### config.mk
export PLATFORM = sky130hd
export DESIGN_NAME = coarse_counter_multi
export DESIGN_NICKNAME = d
export VERILOG_FILES = /design/src/rtl/coarse_counter_multi.sv
export SDC_FILE = /design/constraint.sdc
export NUM_CORES = 1
export LEC_CHECK = 0
export CAP_MARGIN = 20
export CORE_MARGIN = 2
export CORE_UTILIZATION = 40
export CTS_BUF_LIST = sky130_fd_sc_hd__clkbuf_8 sky130_fd_sc_hd__clkbuf_16
export DETAILED_ROUTE_END_ITERATION = 10
export HOLD_SLACK_MARGIN = 0.08
export PLACE_DENSITY_LB_ADDON = 0.2
export SLEW_MARGIN = 0
export SYNTH_ARGS = -nofsm -noshare
export SYNTH_HDL_FRONTEND = slang
export SYNTH_SLANG_ARGS = --single-unit
### constraint.sdc
create_clock -name clk -period 3.7 [get_ports clk]
set_clock_uncertainty 0.15 [all_clocks]
set_input_delay 0.74 -clock clk [delete_from_list [all_inputs] [get_ports clk]]
set_output_delay 0.74 -clock clk [all_outputs]
set_load 0.01 [all_outputs]
### src/rtl/coarse_counter_multi.sv
// rtl/coarse_counter_multi.sv - multi-channel coarse start->stop interval counter for the TDC
//
// Purpose: a free-running modulo-MODULUS counter timestamps one start edge and up to
// N_STOP stop edges per measurement window and reports per-channel intervals (in
// clock periods) through a valid/ready result port.
//
// Ports:
//   clk        - single clock, all logic on posedge
//   reset      - synchronous, active-high
//   start      - start level (synchronous to clk)
//   stop       - per-channel stop levels (synchronous to clk)
//   data       - intervals, channel k in data[k*WIDTH +: WIDTH]
//   hit_mask   - channels that saw a stop in the window
//   timeout    - window closed by TIMEOUT rather than by all channels hitting
//   overrun    - start edge seen while busy, sticky until the result handshake
//   data_valid - result available
//   data_ready - consumer accepts result on data_valid & data_ready
//   busy       - high whenever not IDLE
module coarse_counter_multi #(
  parameter int WIDTH   = 16,
  parameter int MODULUS = 60000,
  parameter int N_STOP  = 4,
  parameter int TIMEOUT = 50000
) (
  input  logic                      clk,
  input  logic                      reset,
  input  logic                      start,
  input  logic [N_STOP-1:0]         stop,
  output logic [N_STOP*WIDTH-1:0]   data,
  output logic [N_STOP-1:0]         hit_mask,
  output logic                      timeout,
  output logic                      overrun,
  output logic                      data_valid,
  input  logic                      data_ready,
  output logic                      busy
);

  typedef enum logic [2:0] {
    S_IDLE,
    S_MEASURE,
    S_CALC,
    S_DONE,
    S_REARM
  } state_t;

  localparam logic [WIDTH-1:0] CNT_MAX = WIDTH'(MODULUS - 1);
  localparam logic [WIDTH-1:0] EL_LAST = WIDTH'(TIMEOUT - 1);
  localparam logic [WIDTH:0]   MOD_EXT = (WIDTH + 1)'(MODULUS);

  state_t                    state_q, state_d;
  logic [WIDTH-1:0]          cnt_q, cnt_d;
  logic                      start_prev_q, start_prev_d;
  logic [N_STOP-1:0]         stop_prev_q, stop_prev_d;
  logic [WIDTH-1:0]          start_ts_q, start_ts_d;
  logic [WIDTH-1:0]          ts_q [N_STOP];
  logic [WIDTH-1:0]          ts_d [N_STOP];
  logic [N_STOP-1:0]         hit_q, hit_d;
  logic [WIDTH-1:0]          elapsed_q, elapsed_d;
  logic [N_STOP*WIDTH-1:0]   data_q, data_d;
  logic [N_STOP-1:0]         hit_mask_q, hit_mask_d;
  logic                      timeout_q, timeout_d;
  logic                      overrun_q, overrun_d;
  logic                      data_valid_q, data_valid_d;
  logic                      start_ev;
  logic [N_STOP-1:0]         stop_ev;

  // Interval modulo the counter period; a stop that precedes start numerically
  // happened after a counter wrap.
  function automatic logic [WIDTH-1:0] interval(input logic [WIDTH-1:0] ts,
                                                input logic [WIDTH-1:0] st);
    logic [WIDTH:0] diff;
    if (ts >= st) diff = {1'b0, ts} - {1'b0, st};
    else          diff = MOD_EXT - {1'b0, st} + {1'b0, ts};
    return diff[WIDTH-1:0];
  endfunction

  always_comb begin
    state_d      = state_q;
    start_ts_d   = start_ts_q;
    hit_d        = hit_q;
    elapsed_d    = elapsed_q;
    data_d       = data_q;
    hit_mask_d   = hit_mask_q;
    timeout_d    = timeout_q;
    overrun_d    = overrun_q;
    data_valid_d = data_valid_q;
    for (int k = 0; k < N_STOP; k++) ts_d[k] = ts_q[k];

    start_ev     = start & ~start_prev_q;
    stop_ev      = stop & ~stop_prev_q;
    start_prev_d = start;
    stop_prev_d  = stop;
    cnt_d        = (cnt_q == CNT_MAX) ? '0 : cnt_q + WIDTH'(1);

    if (start_ev && state_q != S_IDLE) overrun_d = 1'b1;

    case (state_q)
      S_IDLE: begin
        if (start_ev) begin
          start_ts_d = cnt_q;
          elapsed_d  = '0;
          // A stop on the start edge belongs to this window (interval 0).
          hit_d      = stop_ev;
          for (int k = 0; k < N_STOP; k++) ts_d[k] = stop_ev[k] ? cnt_q : '0;
          state_d    = S_MEASURE;
        end
      end
      S_MEASURE: begin
        elapsed_d = elapsed_q + WIDTH'(1);
        for (int k = 0; k < N_STOP; k++) begin
          if (stop_ev[k] && !hit_q[k]) begin
            hit_d[k] = 1'b1;
            ts_d[k]  = cnt_q;
          end
        end
        // Stops on the closing edge count, so completion is judged on hit_d.
        if (&hit_d) begin
          timeout_d = 1'b0;
          state_d   = S_CALC;
        end else if (elapsed_q == EL_LAST) begin
          timeout_d = 1'b1;
          state_d   = S_CALC;
        end
      end
      S_CALC: begin
        for (int k = 0; k < N_STOP; k++)
          data_d[k*WIDTH +: WIDTH] = hit_q[k] ? interval(ts_q[k], start_ts_q) : '0;
        hit_mask_d   = hit_q;
        data_valid_d = 1'b1;
        state_d      = S_DONE;
      end
      S_DONE: begin
        if (data_ready) begin
          data_valid_d = 1'b0;
          overrun_d    = 1'b0;
          state_d      = S_REARM;
        end
      end
      S_REARM: begin
        if (!start && stop == '0) state_d = S_IDLE;
      end
      default: state_d = S_IDLE;
    endcase
  end

  always_ff @(posedge clk) begin
    if (reset) begin
      state_q      <= S_IDLE;
      cnt_q        <= '0;
      start_prev_q <= 1'b1;
      stop_prev_q  <= '1;
      start_ts_q   <= '0;
      hit_q        <= '0;
      elapsed_q    <= '0;
      data_q       <= '0;
      hit_mask_q   <= '0;
      timeout_q    <= 1'b0;
      overrun_q    <= 1'b0;
      data_valid_q <= 1'b0;
      for (int k = 0; k < N_STOP; k++) ts_q[k] <= '0;
    end else begin
      state_q      <= state_d;
      cnt_q        <= cnt_d;
      start_prev_q <= start_prev_d;
      stop_prev_q  <= stop_prev_d;
      start_ts_q   <= start_ts_d;
      hit_q        <= hit_d;
      elapsed_q    <= elapsed_d;
      data_q       <= data_d;
      hit_mask_q   <= hit_mask_d;
      timeout_q    <= timeout_d;
      overrun_q    <= overrun_d;
      data_valid_q <= data_valid_d;
      for (int k = 0; k < N_STOP; k++) ts_q[k] <= ts_d[k];
    end
  end

  assign data       = data_q;
  assign hit_mask   = hit_mask_q;
  assign timeout    = timeout_q;
  assign overrun    = overrun_q;
  assign data_valid = data_valid_q;
  assign busy       = (state_q != S_IDLE);

endmodule

# Word-level counts from Yosys, hierarchy flattened

Memory sizes are Yosys's and may differ from the RTL's.
Cells that the tools add are included.

Mux-type cells: 50
Equality and inequality tests: 10
$lt $le $gt $ge: 4
Reductions and logical operators: 24
$add $sub $neg: 11
Bitwise operators: 8

Operators by type and width:

| operator                                                         | count |
|---|---|
| 16-bit 2-to-1 mux                                                | 21 |
| 64-bit one-hot mux with 2 select lines                           | 1 |
| 16-bit adder                                                     | 4 |
| 16-bit greater-or-equal comparator                               | 4 |
| 64-bit 2-to-1 mux                                                | 1 |
| 16-bit subtractor                                                | 4 |
| 16-bit by 1-bit adder with 16-bit output (second input constant) | 2 |
| 16-bit == test (second input constant)                           | 2 |
| 16-bit one-hot mux with 2 select lines                           | 1 |
| 1-bit 2-to-1 mux                                                 | 17 |
| 16-bit subtractor (first input constant)                         | 1 |
| 3-bit 2-to-1 mux                                                 | 5 |
| 3-bit one-hot mux with 5 select lines                            | 1 |
| 4-bit one-hot mux with 2 select lines                            | 1 |
| 2-bit AND reduction                                              | 4 |
| 4-bit AND reduction                                              | 2 |
| 3-bit by 2-bit == test with 1-bit output (second input constant) | 2 |
| 1-bit logical AND                                                | 6 |
| 2-bit inequality test (second input constant)                    | 3 |
| 2-bit nonzero test                                               | 3 |
| 1-bit zero test                                                  | 5 |
| 4-bit bitwise AND                                                | 1 |
| 4-bit zero test                                                  | 1 |
| 4-bit 2-to-1 mux                                                 | 1 |
| 11 further kinds                                                 | 14 |

Register bits: 131
Input bits: 8
Memories: 1
Memory bits (writable): 64

Memories:

| name | words | width | read ports | clocked after Yosys merged registers in | write ports | RTL line | text |
|---|---|---|---|---|---|---|---|
| ts_q | 4     | 16    | 4          | 0                                       | 4           | 55       | `logic [WIDTH-1:0] ts_q [N_STOP];` |

# Depth between registers and ports, before layout

Depth after elaboration: 8
Gate-level depth with buffers: 17

# Worst setup path after synthesis

OpenSTA, ideal clock, no wires.

Kind: register to register
From: register start_ts_q[0]
To: register data_q[31] (netlist: data[31])
Arrival time: 3229 ps
Library setup time: 126 ps
Required time: 3424 ps
Setup slack: 195 ps
Clock period less this slack: 3505 ps
Stages on the path, launching flop included: 14
Cells stage by stage: dfxtp_1 inv_1 ha_1 a31oi_1 xnor2_1 ha_1 a211o_1 o31ai_1 nor3_1 o41ai_2 o21ai_0 xnor2_1 a22oi_1 o21ai_0

Longest elaborated chain between the ends: 4

RTL lines:

| item                   | RTL line | text |
|---|---|---|
| from (decl)            | 54       | `logic [WIDTH-1:0] start_ts_q, start_ts_d;` |
| from (signal assigned) | 166      | `start_ts_q <= start_ts_d;` |
| 16-bit subtractor      | 73       | `else diff = MOD_EXT - {1'b0, st} + {1'b0, ts};` |
| 16-bit adder           | 73       |  |
| 16-bit 2-to-1 mux *    | 72       | `if (ts >= st) diff = {1'b0, ts} - {1'b0, st};` |
| 16-bit 2-to-1 mux *    | 127      | `data_d[k*WIDTH +: WIDTH] = hit_q[k] ? interval(ts_q[k], start_ts_q) : '0;` |
| to (signal assigned)   | 169      | `data_q <= data_d;` |
| to (decl)              | 59       | `logic [N_STOP*WIDTH-1:0] data_q, data_d;` |

Mark *: on every way between the ends. The rest lies on a longest branch, timed or not.
A chain may end at the register's enable or synchronous reset.

# Worst setup path after layout

From: register start_ts_q[0]
To: register data_q[30] (netlist: data[30])

The elaborated chain is that of the path after synthesis.

==> flow_summary.toml <==
[route]
wl_per_cell_um = 19.0
drt_first_iter_violations = 984
dr.pass1.iters = 6
wl_um = 43200
drt-vias-per-instance = 5.67
antenna_left = 0
vias = 12900
drt_drc_violations_left = 0

[cells_and_area]
fillCellCount = 3432
multiInputGateArea_um2 = 9190
ff_latch_area_um2 = 3900
final_cell_area_um2 = 15700
area_growth_pct = 16.2
final_layout_size_suffix_gt1_frac = 0.0750
finalNetCount = 1956
diodes = 0

[setup_path]
required_ns = 3.89
path_cells = "buf_6 -> nor4_4 -> and2_1 -> xnor2_2 -> ha_1 -> o21a_1 -> o221a_2 -> o31ai_2 -> a21oi_1 -> a21o_1 -> a21oi_2 -> xnor2_1 -> a221o_1"
reg2reg_to = "data[30]"
rrSetupSlack_ns = 0.16
worst_r2r_startpoint = "start_ts_q[0]"
crit_slowest_cell = "ha_1"
arrival_ns = 3.73
r2r_cells = 13
path_class = "reg -> reg"
cp-start-kind = "flip-flop"
slowest_delay_ns = 0.37
crit_path_end_kind = "flip-flop"
crit_end = "data[30]"
crit_start = "start_ts_q[0]"
cp_max_fo = 10

[timing]
hold_ws_ns = 0.293
report.final.slew_viol_count = 0
post-route-period-util = 0.956
period_needed_ns = 3.54
finalSetupViolations = 0
slew_headroom = 0.315
hold_violations = 0
fmax_mhz = 283
worst_slew_pin_slew_ns = 1.02
timing.final.ws_setup_ns = 0.163

[floorplanning]
start_util = 0.404
ios = 80
die_w_um = 188
fp.dieArea_um2 = 35200
fp-row-count = 67
core_area_um2 = 33400
dieHeight_um = 188

[pwr]
pwr-share-clk = 0.445
pwr-share-comb = 0.083
power_mw = 4.51
p_leak_nw = 6.06
netSwitchingFraction = 0.257
ir_worst_vdd_v = 0.000334
powerDensity_nw_per_um2 = 288
p_int_mw = 3.35
seqPwrFrac = 0.472
p_sw_mw = 1.16

[job]
drv_cap = 0

[synth]
synth_area_leaders = "dfxtp_1 29%, ha_1 12%, a21oi_1 7.6%, nand2_1 6.1%, xnor2_1 4.4%"
ys_async_sr_fraction = 0
synthCells = 1744
synth_warnings = 0
synth.largest_area_cell = "dfxtp_1"
syn_avg_cell_area_um2 = 7.73
yosys-top-cells-count = "219 x nand2_1, 205 x a21oi_1, 195 x dfxtp_1"
synth_nets = 1887
syn-cell-area_um2 = 13500
synth_edf_count = 0
seq_area_frac_synth = 0.289
post-synth-top-count-cell = "nand2_1"
synth_cell_types = 78
synth-main-ff-cell = "dfxtp_1"
synth_seq_cells = 195
synth_top_area_frac = 0.289

[grt]
grt_start_max_net_pins = 55
grt_first_pass_wirelength_um = 66400
grt_pass1_vias = 11900
grt-ovfl-total = 0
antenna_found_initial = 0
grt_usage = 0.242

[placed_design]
place.gp.congestion = 0.950
dp_hpwl_um = 31800
port_buffers = 79
post-place-ws_ns = -0.124
postPlaceCellArea_um2 = 14900

[status]
outcome = "finished, final reports clean"

[cts]
path_clk_slew_ns = 0.08
cts_tree = "done"
clockRootBuffer = "clkbuf_16"
cts_sinks = 195
cts_buffer_depth = 2
htreeDepth = 4
insertion_delay_ns = 0.45
numCtsBuffers = 17
holdBufCountCts = 0

[min_path]
hp-class = "reg -> reg"
sequential cells by signal, summed over array words and instances (netlist names):
signal	count
ts_q	64
hit_mask	4
cnt_q	16
stop_prev_q	4
timeout	1
start_prev_q	1
start_ts_q	16
state_q	3
data_valid	1
hit_q	4
overrun	1
data	64
elapsed_q	16
per-stage QoR:
step | utilization | TNS, ns | instances
floorplan | - | 0 | 1744
global placement | 0.447 | -0.0838 | 2241
detailed placement | 0.447 | -0.280 | 2242
CTS | 0.467 | 0 | 2274
global route | 0.470 | -0.0703 | 2274
finish | 0.470 | 0 | 2274
area by class of cell:
class,instances,area share
Clock buffer,19,0.0289
Clock inverter,13,0.0109
Inverter,54,0.0129
Multi-Input combinational cell,1415,0.586
Sequential cell,195,0.249
Tap cell,448,0.0358
Timing Repair Buffer,130,0.0760
kinds of logic (layout without fill, tap and decap cells):
logic type | count (synthesis) | in the layout | synth area share
compound gates | 499 | 499 | 0.230
xor+xnor | 117 | 117 | 0.0765
fa+ha+maj | 135 | 135 | 0.130
buf+inv | 134 | 216 | 0.0390
flops | 195 | 195 | 0.289
mux | 13 | 13 | 0.00974
simple gates | 651 | 651 | 0.226
cell usage in the layout, fill, tap and decap left out, drive strengths merged, types with 7 or more instances in the layout:
master	netlist	routed
a211oi	17	17
nand4	15	15
o31a	8	8
nor2	146	146
fa	8	8
a21o	22	22
or3	13	13
nand2	219	219
o21a	23	23
nor2b	23	23
xor2	49	49
o31ai	7	7
o211ai	18	18
and3	10	10
dfxtp	195	195
xnor2	68	68
buf	18	52
ha	127	127
nor3	39	39
a21oi	207	207
or2	22	22
o21bai	10	10
a22oi	20	20
nand3	107	107
clkbuf	62	19
a211o	10	10
mux2i	12	12
inv	54	59
o21ai	95	95
clkdlybuf4s50	0	78
nand2b	25	25
a31oi	16	16
critical path: cells and delay by family (launching register included):
kind	cells	cell delay (ns)
buffers and inverters	1	0.16
XOR/XNOR	2	0.32
adder cells (fa/ha/maj)	1	0.37
AND/OR/NAND/NOR	2	0.58
flip-flops	1	0.32
AO/OA/AOI/OAI	7	1.51
metal layers:
layer  vias up  part of all wire  global-route usage
li1       6391                 -                   -
met1      5983              0.47               0.334
met2       444              0.42               0.367
met3        84             0.067              0.0442
met4         0             0.040               0.108
met5         -                 0                   0
power groups by stage:
stage / Clock [mW] / Combinational [mW] / Sequential [mW]
2_1_floorplan: 0 / 0.264 / 2.16
3_3_place_gp: 0 / 0.361 / 2.18
3_5_place_dp: 0 / 0.364 / 2.18
4_1_cts: 2.05 / 0.367 / 2.13
5_1_grt: 2.12 / 0.408 / 2.13
6_report: 2.00 / 0.373 / 2.13
how the worst min path moves through the flow:
stage	from	end	slack (ns)	cells past startpoint
5_1_grt	data[18]	data[18]	0.32	2
6_report	data[58]	data[58]	0.29	2
3_5_place_dp	data[58]	data[58]	0.28	2
3_3_place_gp	data[40]	data[40]	0.28	2
2_1_floorplan	start_ts_q[14]	start_ts_q[14]	0.29	2
4_1_cts	data[58]	data[58]	0.30	2
repair_timing:
action | CTS | global route
gates resized for setup | 2 | 19
setup endpoints to repair | 4 | 18
pin swaps | 0 | 3
setup buffers | 0 | 0
Note: power is estimated with default switching activity, not from simulation.
